### src/rtl/link_pkg.sv
// -----------------------------------------------------------------------------
// link_pkg
// Shared definitions for the byte-wide link transmit path: the link byte width,
// the default stall watchdog limit and the scheduler FSM state encoding.
// No ports (package).
// -----------------------------------------------------------------------------
package link_pkg;

  localparam int LINK_BYTE_W     = 8;
  localparam int DEFAULT_TIMEOUT = 1023;

  typedef enum logic [2:0] {
    IDLE      = 3'd0,
    START     = 3'd1,
    WAIT_BUSY = 3'd2,
    WAIT_DONE = 3'd3,
    DONE      = 3'd4
  } link_state_t;

endpackage

### src/rtl/rr_arbiter.sv
// -----------------------------------------------------------------------------
// rr_arbiter
// Combinational round-robin pick. The search starts one slot past 'pointer'
// and wraps modulo N_REQ, so the requester named by 'pointer' (the one served
// last) has the lowest priority.
// Ports:
//   req     in   N_REQ  request vector
//   pointer in   ID_W   index of the requester served last
//   winner  out  ID_W   index of the chosen requester (0 when none)
//   valid   out  1      at least one request is set
// -----------------------------------------------------------------------------
module rr_arbiter
  import link_pkg::*;
#(
  parameter int N_REQ = 4,
  parameter int ID_W  = 2
) (
  input  logic [N_REQ-1:0] req,
  input  logic [ID_W-1:0]  pointer,
  output logic [ID_W-1:0]  winner,
  output logic             valid
);

  function automatic logic [ID_W-1:0] slot(input logic [ID_W-1:0] ptr, input int offset);
    return ID_W'((int'(ptr) + offset) % N_REQ);
  endfunction

  // Walk from the lowest priority slot towards the highest; the last hit
  // overwrites earlier ones, leaving the highest priority request as winner.
  always_comb begin
    winner = '0;
    valid  = 1'b0;
    for (int i = N_REQ; i >= 1; i--) begin
      if (req[slot(pointer, i)]) begin
        valid  = 1'b1;
        winner = slot(pointer, i);
      end
    end
  end

endmodule

### src/rtl/link_tx_scheduler.sv
// -----------------------------------------------------------------------------
// link_tx_scheduler
// Shares one byte-wide link transmitter between N_REQ requesters, one byte per
// grant in round-robin order. Issues a single-cycle start strobe, follows the
// transmitter's finish flag through its busy/idle cycle, pulses the winner's
// ack when the far end has acknowledged, and raises a sticky timeout error when
// a transfer stalls for TIMEOUT cycles.
// Ports:
//   clk          in   1        system clock
//   rst_n        in   1        asynchronous active-low reset
//   req          in   N_REQ    per-requester request level
//   req_data     in   N_REQ*8  requester i byte at [8i+7:8i]
//   ack          out  N_REQ    one-cycle completion pulse, one-hot or zero
//   tx_start     out  1        start strobe to the transmitter
//   tx_data      out  8        byte to the transmitter, held for the transfer
//   tx_finish    in   1        transmitter idle/finish flag (1 = idle)
//   busy         out  1        transfer in progress, grant through ack
//   grant_id     out  ID_W     current/last granted requester
//   timeout_err  out  1        sticky stall error
//   clear_err    in   1        synchronous clear of timeout_err
// -----------------------------------------------------------------------------
module link_tx_scheduler
  import link_pkg::*;
#(
  parameter int N_REQ   = 4,
  parameter int ID_W    = 2,
  parameter int TIMEOUT = DEFAULT_TIMEOUT,
  parameter int TMO_W   = 10
) (
  input  logic                         clk,
  input  logic                         rst_n,
  input  logic [N_REQ-1:0]             req,
  input  logic [N_REQ*LINK_BYTE_W-1:0] req_data,
  output logic [N_REQ-1:0]             ack,
  output logic                         tx_start,
  output logic [LINK_BYTE_W-1:0]       tx_data,
  input  logic                         tx_finish,
  output logic                         busy,
  output logic [ID_W-1:0]              grant_id,
  output logic                         timeout_err,
  input  logic                         clear_err
);

  link_state_t      state, next_state;
  logic [ID_W-1:0]  rr_ptr;
  logic [ID_W-1:0]  win_id;
  logic             win_valid;
  logic             grant;
  logic             stalled;
  logic             wd_hit;
  logic [TMO_W-1:0] wd_cnt;

  rr_arbiter #(
    .N_REQ (N_REQ),
    .ID_W  (ID_W)
  ) u_arb (
    .req     (req),
    .pointer (rr_ptr),
    .winner  (win_id),
    .valid   (win_valid)
  );

  always_ff @(posedge clk or negedge rst_n) begin
    if (!rst_n) state <= IDLE;
    else        state <= next_state;
  end

  // A grant needs an idle transmitter as well as a request: after a reset in
  // mid-transfer the transmitter may still be draining the old byte.
  always_comb begin
    next_state = state;
    case (state)
      IDLE:      if (tx_finish && win_valid) next_state = START;
      START:     next_state = WAIT_BUSY;
      WAIT_BUSY: if (!tx_finish) next_state = WAIT_DONE;
      WAIT_DONE: if (tx_finish) next_state = DONE;
      DONE:      next_state = IDLE;
      default:   next_state = IDLE;
    endcase
  end

  assign grant   = (state == IDLE) && (next_state == START);
  assign stalled = (state == WAIT_BUSY) || (state == WAIT_DONE);
  // The edge that brings the count to TIMEOUT also sets the error; while the
  // count sits saturated the set keeps winning over clear_err.
  assign wd_hit  = stalled && (wd_cnt >= TMO_W'(TIMEOUT - 1));

  // All outputs are registered from the next-state decision so each one
  // changes on the same edge as the state it belongs to.
  always_ff @(posedge clk or negedge rst_n) begin
    if (!rst_n) begin
      tx_start    <= 1'b0;
      tx_data     <= '0;
      ack         <= '0;
      busy        <= 1'b0;
      grant_id    <= '0;
      rr_ptr      <= ID_W'(N_REQ - 1);
      wd_cnt      <= '0;
      timeout_err <= 1'b0;
    end else begin
      tx_start <= grant;
      busy     <= (next_state != IDLE);
      ack      <= (next_state == DONE) ? (N_REQ'(1) << grant_id) : '0;

      if (grant) begin
        grant_id <= win_id;
        tx_data  <= req_data[win_id*LINK_BYTE_W +: LINK_BYTE_W];
      end

      if (state == DONE) rr_ptr <= grant_id;

      if (state == START)
        wd_cnt <= '0;
      else if (stalled && (wd_cnt != TMO_W'(TIMEOUT)))
        wd_cnt <= wd_cnt + 1'b1;

      if (wd_hit)         timeout_err <= 1'b1;
      else if (clear_err) timeout_err <= 1'b0;
    end
  end

endmodule

### config.mk
export PLATFORM = sky130hd
export DESIGN_NAME = link_tx_scheduler
export DESIGN_NICKNAME = d
export VERILOG_FILES = /design/src/rtl/link_pkg.sv /design/src/rtl/rr_arbiter.sv /design/src/rtl/link_tx_scheduler.sv
export SDC_FILE = /design/constraint.sdc
export NUM_CORES = 1
export LEC_CHECK = 0
export CAP_MARGIN = 20
export CORE_ASPECT_RATIO = 0.7
export CORE_UTILIZATION = 40
export CTS_CLUSTER_SIZE = 14
export DETAILED_ROUTE_END_ITERATION = 8
export HOLD_SLACK_MARGIN = 0.03
export PLACE_DENSITY = 0.81
export SLEW_MARGIN = 20
export SYNTH_ARGS = -nofsm -noshare
export SYNTH_HDL_FRONTEND = slang
export SYNTH_SLANG_ARGS = --single-unit
### constraint.sdc
create_clock -name clk -period 2.9 [get_ports clk]
set_input_delay 0.435 -clock clk [delete_from_list [all_inputs] [get_ports clk]]
set_output_delay 0.435 -clock clk [all_outputs]
set_load 0.02 [all_outputs]
== Yosys cells after proc, flatten, opt, wreduce, memory -nomap -nowiden ==
Index checks and enable logic that the tools add are counted.

* Bits of input ports: 40
* Word-level logic and storage cells: 62
* Output and inout bits: 17
* Bits in registers: 32

* Mux-type cells: 25
* Shift-type cells: 2
* Order comparisons: 5
* Add/sub/neg operators: 5
* Eq/ne operators: 7
* Reductions and logical operators: 9

{| class="wikitable"
|+ Operators by type and width
! operator !! number
|-
| variable part select 32 x 6 -> 8 bit || 1
|-
| two-way mux 10 bit || 2
|-
| less-than comparator 2 x 3 -> 1 bit (second input constant) || 4
|-
| one-hot mux 3 bit (4 select lines) || 1
|-
| adder 10 x 1 -> 10 bit (second input constant) || 1
|-
| greater-or-equal comparator 10 bit (second input constant) || 1
|-
| two-way mux 1 bit || 10
|-
| != test 10 bit (second input constant) || 1
|-
| two-way mux 3 bit || 3
|-
| binary-select mux 1 bit (select 2 bit) || 4
|-
| two-way mux 2 bit || 4
|-
| equality test 3 x 1 -> 1 bit (second input constant) || 2
|-
| equality test 3 x 2 -> 1 bit (second input constant) || 2
|-
| equality test 3 bit (second input constant) || 2
|-
| adder 2 x 1 -> 2 bit (second input constant) || 2
|-
| adder 2 bit (second input constant) || 2
|-
| logical AND 1 bit || 4
|-
| two-way mux 4 bit || 1
|-
| nonzero test 2 bit || 2
|-
| left shift 1 x 2 -> 4 bit (first input constant) || 1
|-
| zero test 3 bit || 1
|-
| nonzero test 3 bit || 1
|-
| logical OR 1 bit || 1
|}

== Longest topological paths before layout ==
* Depth in word-level cells: 12
* Mapped depth: 7
* Mapped depth without buffers: 6

== Cells and area by module ==
A second synthesis with hierarchy kept.

* Cells, all modules: 144
* Area total of the unflattened synthesis: 1750.4 µm²

{| class="wikitable"
|+ By module, submodules not included
! module !! cells each !! instances !! seq. area each (µm²) !! area an instance (µm²)
|-
| link_tx_scheduler || 130 || 1 || 803.3 || 1659.1
|-
| rr_arbiter || 14 || 1 || 0.0 || 91.3
|}

== Least setup slack after synthesis ==
No wires, ideal clock.

* Kind: reg2reg
* Start: reg rr_ptr[1]
* End: reg tx_data[1]
* Arrival time: 1629 ps
* Stages on the path, launching flop included: 7
* Clock period less this slack: 1709 ps
* Required time: 2820 ps
* Path buffers: 1
* Path slack: 1191 ps
* Cell sequence: dfstp_2 > mux2i_1 > o22ai_1 > a21oi_4 > buf_6 > mux2_4 > o211ai_2

* Longest elaborated chain between the ends: 12
* Elaborated cells on any way between the ends: 26

{| class="wikitable"
|+ RTL lines
! item !! RTL line !! RTL
|-
| start: declaration || link_tx_scheduler.sv:45 || <nowiki>logic [ID_W-1:0] rr_ptr;</nowiki>
|-
| start signal: assignment || link_tx_scheduler.sv:97 || <nowiki>rr_ptr <= ID_W'(N_REQ - 1);</nowiki>
|-
| start signal: assignment || link_tx_scheduler.sv:110 || <nowiki>if (state == DONE) rr_ptr <= grant_id;</nowiki>
|-
| adder 2 x 1 -> 2 bit || rr_arbiter.sv:25 || <nowiki>return ID_W'((int'(ptr) + offset) % N_REQ);</nowiki>
|-
| binary-select mux 1 bit (select 2 bit) || rr_arbiter.sv:34 || <nowiki>if (req[slot(pointer, i)]) begin</nowiki>
|-
| two-way mux 1 bit (implied by the code) || rr_arbiter.sv:34 ||
|-
| two-way mux 1 bit (4 in series) || rr_arbiter.sv:34 ||
|-
| logical AND 1 bit || link_tx_scheduler.sv:73 || <nowiki>IDLE: if (tx_finish && win_valid) next_state = START;</nowiki>
|-
| two-way mux 3 bit || link_tx_scheduler.sv:73 ||
|-
| one-hot mux 3 bit (4 select lines) || link_tx_scheduler.sv:72 || <nowiki>case (state)</nowiki>
|-
| equality test 3 x 1 -> 1 bit || link_tx_scheduler.sv:82 || <nowiki>assign grant = (state == IDLE) && (next_state == START);</nowiki>
|-
| logical AND 1 bit || link_tx_scheduler.sv:82 ||
|-
| end signal: assignment || link_tx_scheduler.sv:107 || <nowiki>tx_data <= req_data[win_id*LINK_BYTE_W +: LINK_BYTE_W];</nowiki>
|-
| end: declaration || link_tx_scheduler.sv:36 || <nowiki>output logic [LINK_BYTE_W-1:0] tx_data,</nowiki>
|}

Several ways; a longest one is shown, not always the timed one. The select of a mux whose other input is x is not followed.
A chain may end at the register's enable or synchronous reset.

== Worst setup path in the final report ==
* Start: in req[1]
* End: reg tx_data[0]

* Longest elaborated chain between the ends: 11
* Elaborated cells on any way between the ends: 22

{| class="wikitable"
|+ RTL lines
! item !! RTL line !! RTL
|-
| start: declaration || link_tx_scheduler.sv:32 || <nowiki>input logic [N_REQ-1:0] req,</nowiki>
|-
| binary-select mux 1 bit (select 2 bit) || rr_arbiter.sv:34 ||
|-
| two-way mux 1 bit (implied by the code) || rr_arbiter.sv:34 ||
|-
| two-way mux 1 bit (4 in series) || rr_arbiter.sv:34 ||
|-
| logical AND 1 bit || link_tx_scheduler.sv:73 ||
|-
| two-way mux 3 bit || link_tx_scheduler.sv:73 ||
|-
| one-hot mux 3 bit (4 select lines) || link_tx_scheduler.sv:72 ||
|-
| equality test 3 x 1 -> 1 bit || link_tx_scheduler.sv:82 ||
|-
| logical AND 1 bit || link_tx_scheduler.sv:82 ||
|}

Several ways; a longest one is shown, not always the timed one. The select of a mux whose other input is x is not followed.

==> out/qor.csv <==
metric,value,unit
initial antenna violation count,0,
Initial Util,42.4,%
Core Region,4400,µm²
Pwr per Cell Area,780,nW/µm²
initial drt markers,73,
PostCTS Resize Cnt,0,
CTS buffer count,5,
endpoints failing setup,0,
worst setup path category,in2reg,
drc violations,0,
"most common cell after layout, fill and taps aside",clkdlybuf4s50_1,
worst-margin pin slew,652,ps
Post-synth EDFFs,0,
end-of-flow core utilization,58.0,%
post-CTS setup buffer count,0,
CTS Sinks,32,
GPL Wtd Cong,0.780,
die width,83.7,µm
Port Buf Inserts,56,
CP required,3050,ps
Fmax,465,MHz
total power,1.99,mW
skew final,6.25,ps
All-Layer GR Usage,17.2,%
CTS max path bufs,2,
DR pass1 iterations,4,
Setup crit end kind,flop,
vias per cell,5.06,
WL final,3990,µm
share of cells above drive strength 1,19.9,%
crit path DAT,2300,ps
ANT cells,0,
"CTS clk-pin slew, worst paths",60,ps
vias post-DR,1473,
clk_lat worst skew,290,ps
RSZ-0062 raised after global routing,false,
pre-CTS setup slack,431,ps
CP startpoint kind,primary input,
status,completed,
# rows,20,
VDD IR max,0.368,mV
cell total after placement,283,
largest net degree at the start of global routing,33,
Post-synth ARST share,100,%
max cap viols,0,
die area,4950,µm²
syn nets,217,
nets,277,
post-synth cell types,40,
total gr overflow,0,
vias in the first global route,1384,
post-synthesis cell count,175,
max-slew violations,0,
routed len/inst,13.7,µm
Area growth syn-to-layout,36.8,%
Yosys reg bits,32,
Main synth FF type,dfrtp_1,
Post-Layout Inst Area,2560,µm²
Non-Filler Instances,291,
hold_ws,502,ps
most frequent cells in the layout,"clkdlybuf4s50_1 (56), dfrtp_1 (30), nand2_1 (26)",
syn avg cell area,10.7,µm²
final hold viol count,0,
Ports,57,
hold_buf cts,0,
Root Buffer,clkbuf_8,
TNS Setup,0,ps
Worst Slack Setup Final,749,ps
first-pass GRT wire length,6520,µm
Synth Cell Area,1870,µm²
dpl cell area,2460,µm²
CP max FO,19,
crit path time final,2150,ps
Die Y-Extent,59.2,µm
synth warn,0,
Lkg Pwr,1.07,nW
CTS HTree Levels,2,
slew margin rel.,56.5,%
"Seq/Total Area, Yosys",43.0,%
hpwl dp,3000,µm
Worst Hold Class,reg2reg,
fin crit share,74.2,%
CTS tree,done,
antenna-violating nets left,0,
==> registers in the layout (all words and copies together) (netlist names) <==
register     count
timeout_err      1
wd_cnt          10
busy             1
tx_start         1
ack              4
grant_id         2
tx_data          8
rr_ptr           2
state            3
==> layout make-up <==
| type | count | area (µm²) |
|---|---|---|
| Tap cell | 55 | 68.8 |
| Fill cell | 380 | 1850 |
| Clock inverter | 2 | 10.0 |
| Sequential cell | 32 | 803 |
| Multi-Input combinational cell | 131 | 981 |
| Clock buffer | 6 | 82.6 |
| Timing Repair Buffer | 59 | 583 |
| Inverter | 6 | 27.5 |
==> cell usage after synthesis, types with 2 or more instances <==
| cell | number | area (µm²) |
|---|---|---|
| o21ai_1 | 3 | 15.0 |
| nand4_1 | 3 | 18.8 |
| nand3_2 | 8 | 80.1 |
| buf_2 | 3 | 15.0 |
| xor2_1 | 3 | 26.3 |
| nor2_1 | 12 | 45.0 |
| nand2_1 | 26 | 97.6 |
| nand3_1 | 13 | 65.1 |
| and2_1 | 3 | 18.8 |
| o21ai_0 | 4 | 20.0 |
| mux2_2 | 9 | 101 |
| ha_1 | 2 | 25.0 |
| nand2b_1 | 4 | 25.0 |
| and3_1 | 3 | 18.8 |
| buf_8 | 2 | 30.0 |
| mux2i_1 | 12 | 120 |
| o211ai_2 | 8 | 100 |
| dfrtp_1 | 30 | 751 |
| inv_1 | 5 | 18.8 |
| dfstp_2 | 2 | 52.6 |
==> critical path, cell delays in order <==
cell and delay (ps):
clkdlybuf4s50_1 460, or4_4 550, nand2_4 190, inv_6 110, nand2b_1 400, o211ai_2 150
==> kinds of logic after synthesis <==
| group | synth area share, % |
|---|---|
| AOI/OAI and AO/OA | 12.1 |
| xor gates and xnor gates | 1.88 |
| adders and majority gates | 1.34 |
| buffers and inverters | 4.49 |
| DFF | 43.0 |
| muxes | 12.7 |
| and+or+nand+nor | 24.5 |
==> power breakdown <==
group	switching (mW)	total [mW]	leakage [nW]	internal (mW)
Clock	0.163	0.352	0.0510	0.189
Combinational	0.467	0.890	0.607	0.423
Sequential	0.156	0.751	0.410	0.595
Total	0.787	1.99	1.07	1.21
==> worst paths after layout <==
path                            start         end  slack (ps)  cells after the start
hold / removal             tx_data[4]  tx_data[4]         500                      2
setup / recovery               req[1]  tx_data[0]         750                      6
max in group asynchronous       rst_n   rr_ptr[0]        2040                      2
min in group asynchronous       rst_n   wd_cnt[0]         540                      2
setup reg to reg            rr_ptr[1]  tx_data[0]         880                      5
hold reg to reg            tx_data[4]  tx_data[4]         500                      2
==> per-layer routing <==
metal	share of wire (%)	track usage, %	vias up
met3	5.0	5.29	8
met5	0	0	-
met1	48	23.5	688
met4	1.5	7.26	0
met2	45	25.8	33
li1	-	-	744
Note: power is estimated with default switching activity, not from simulation.
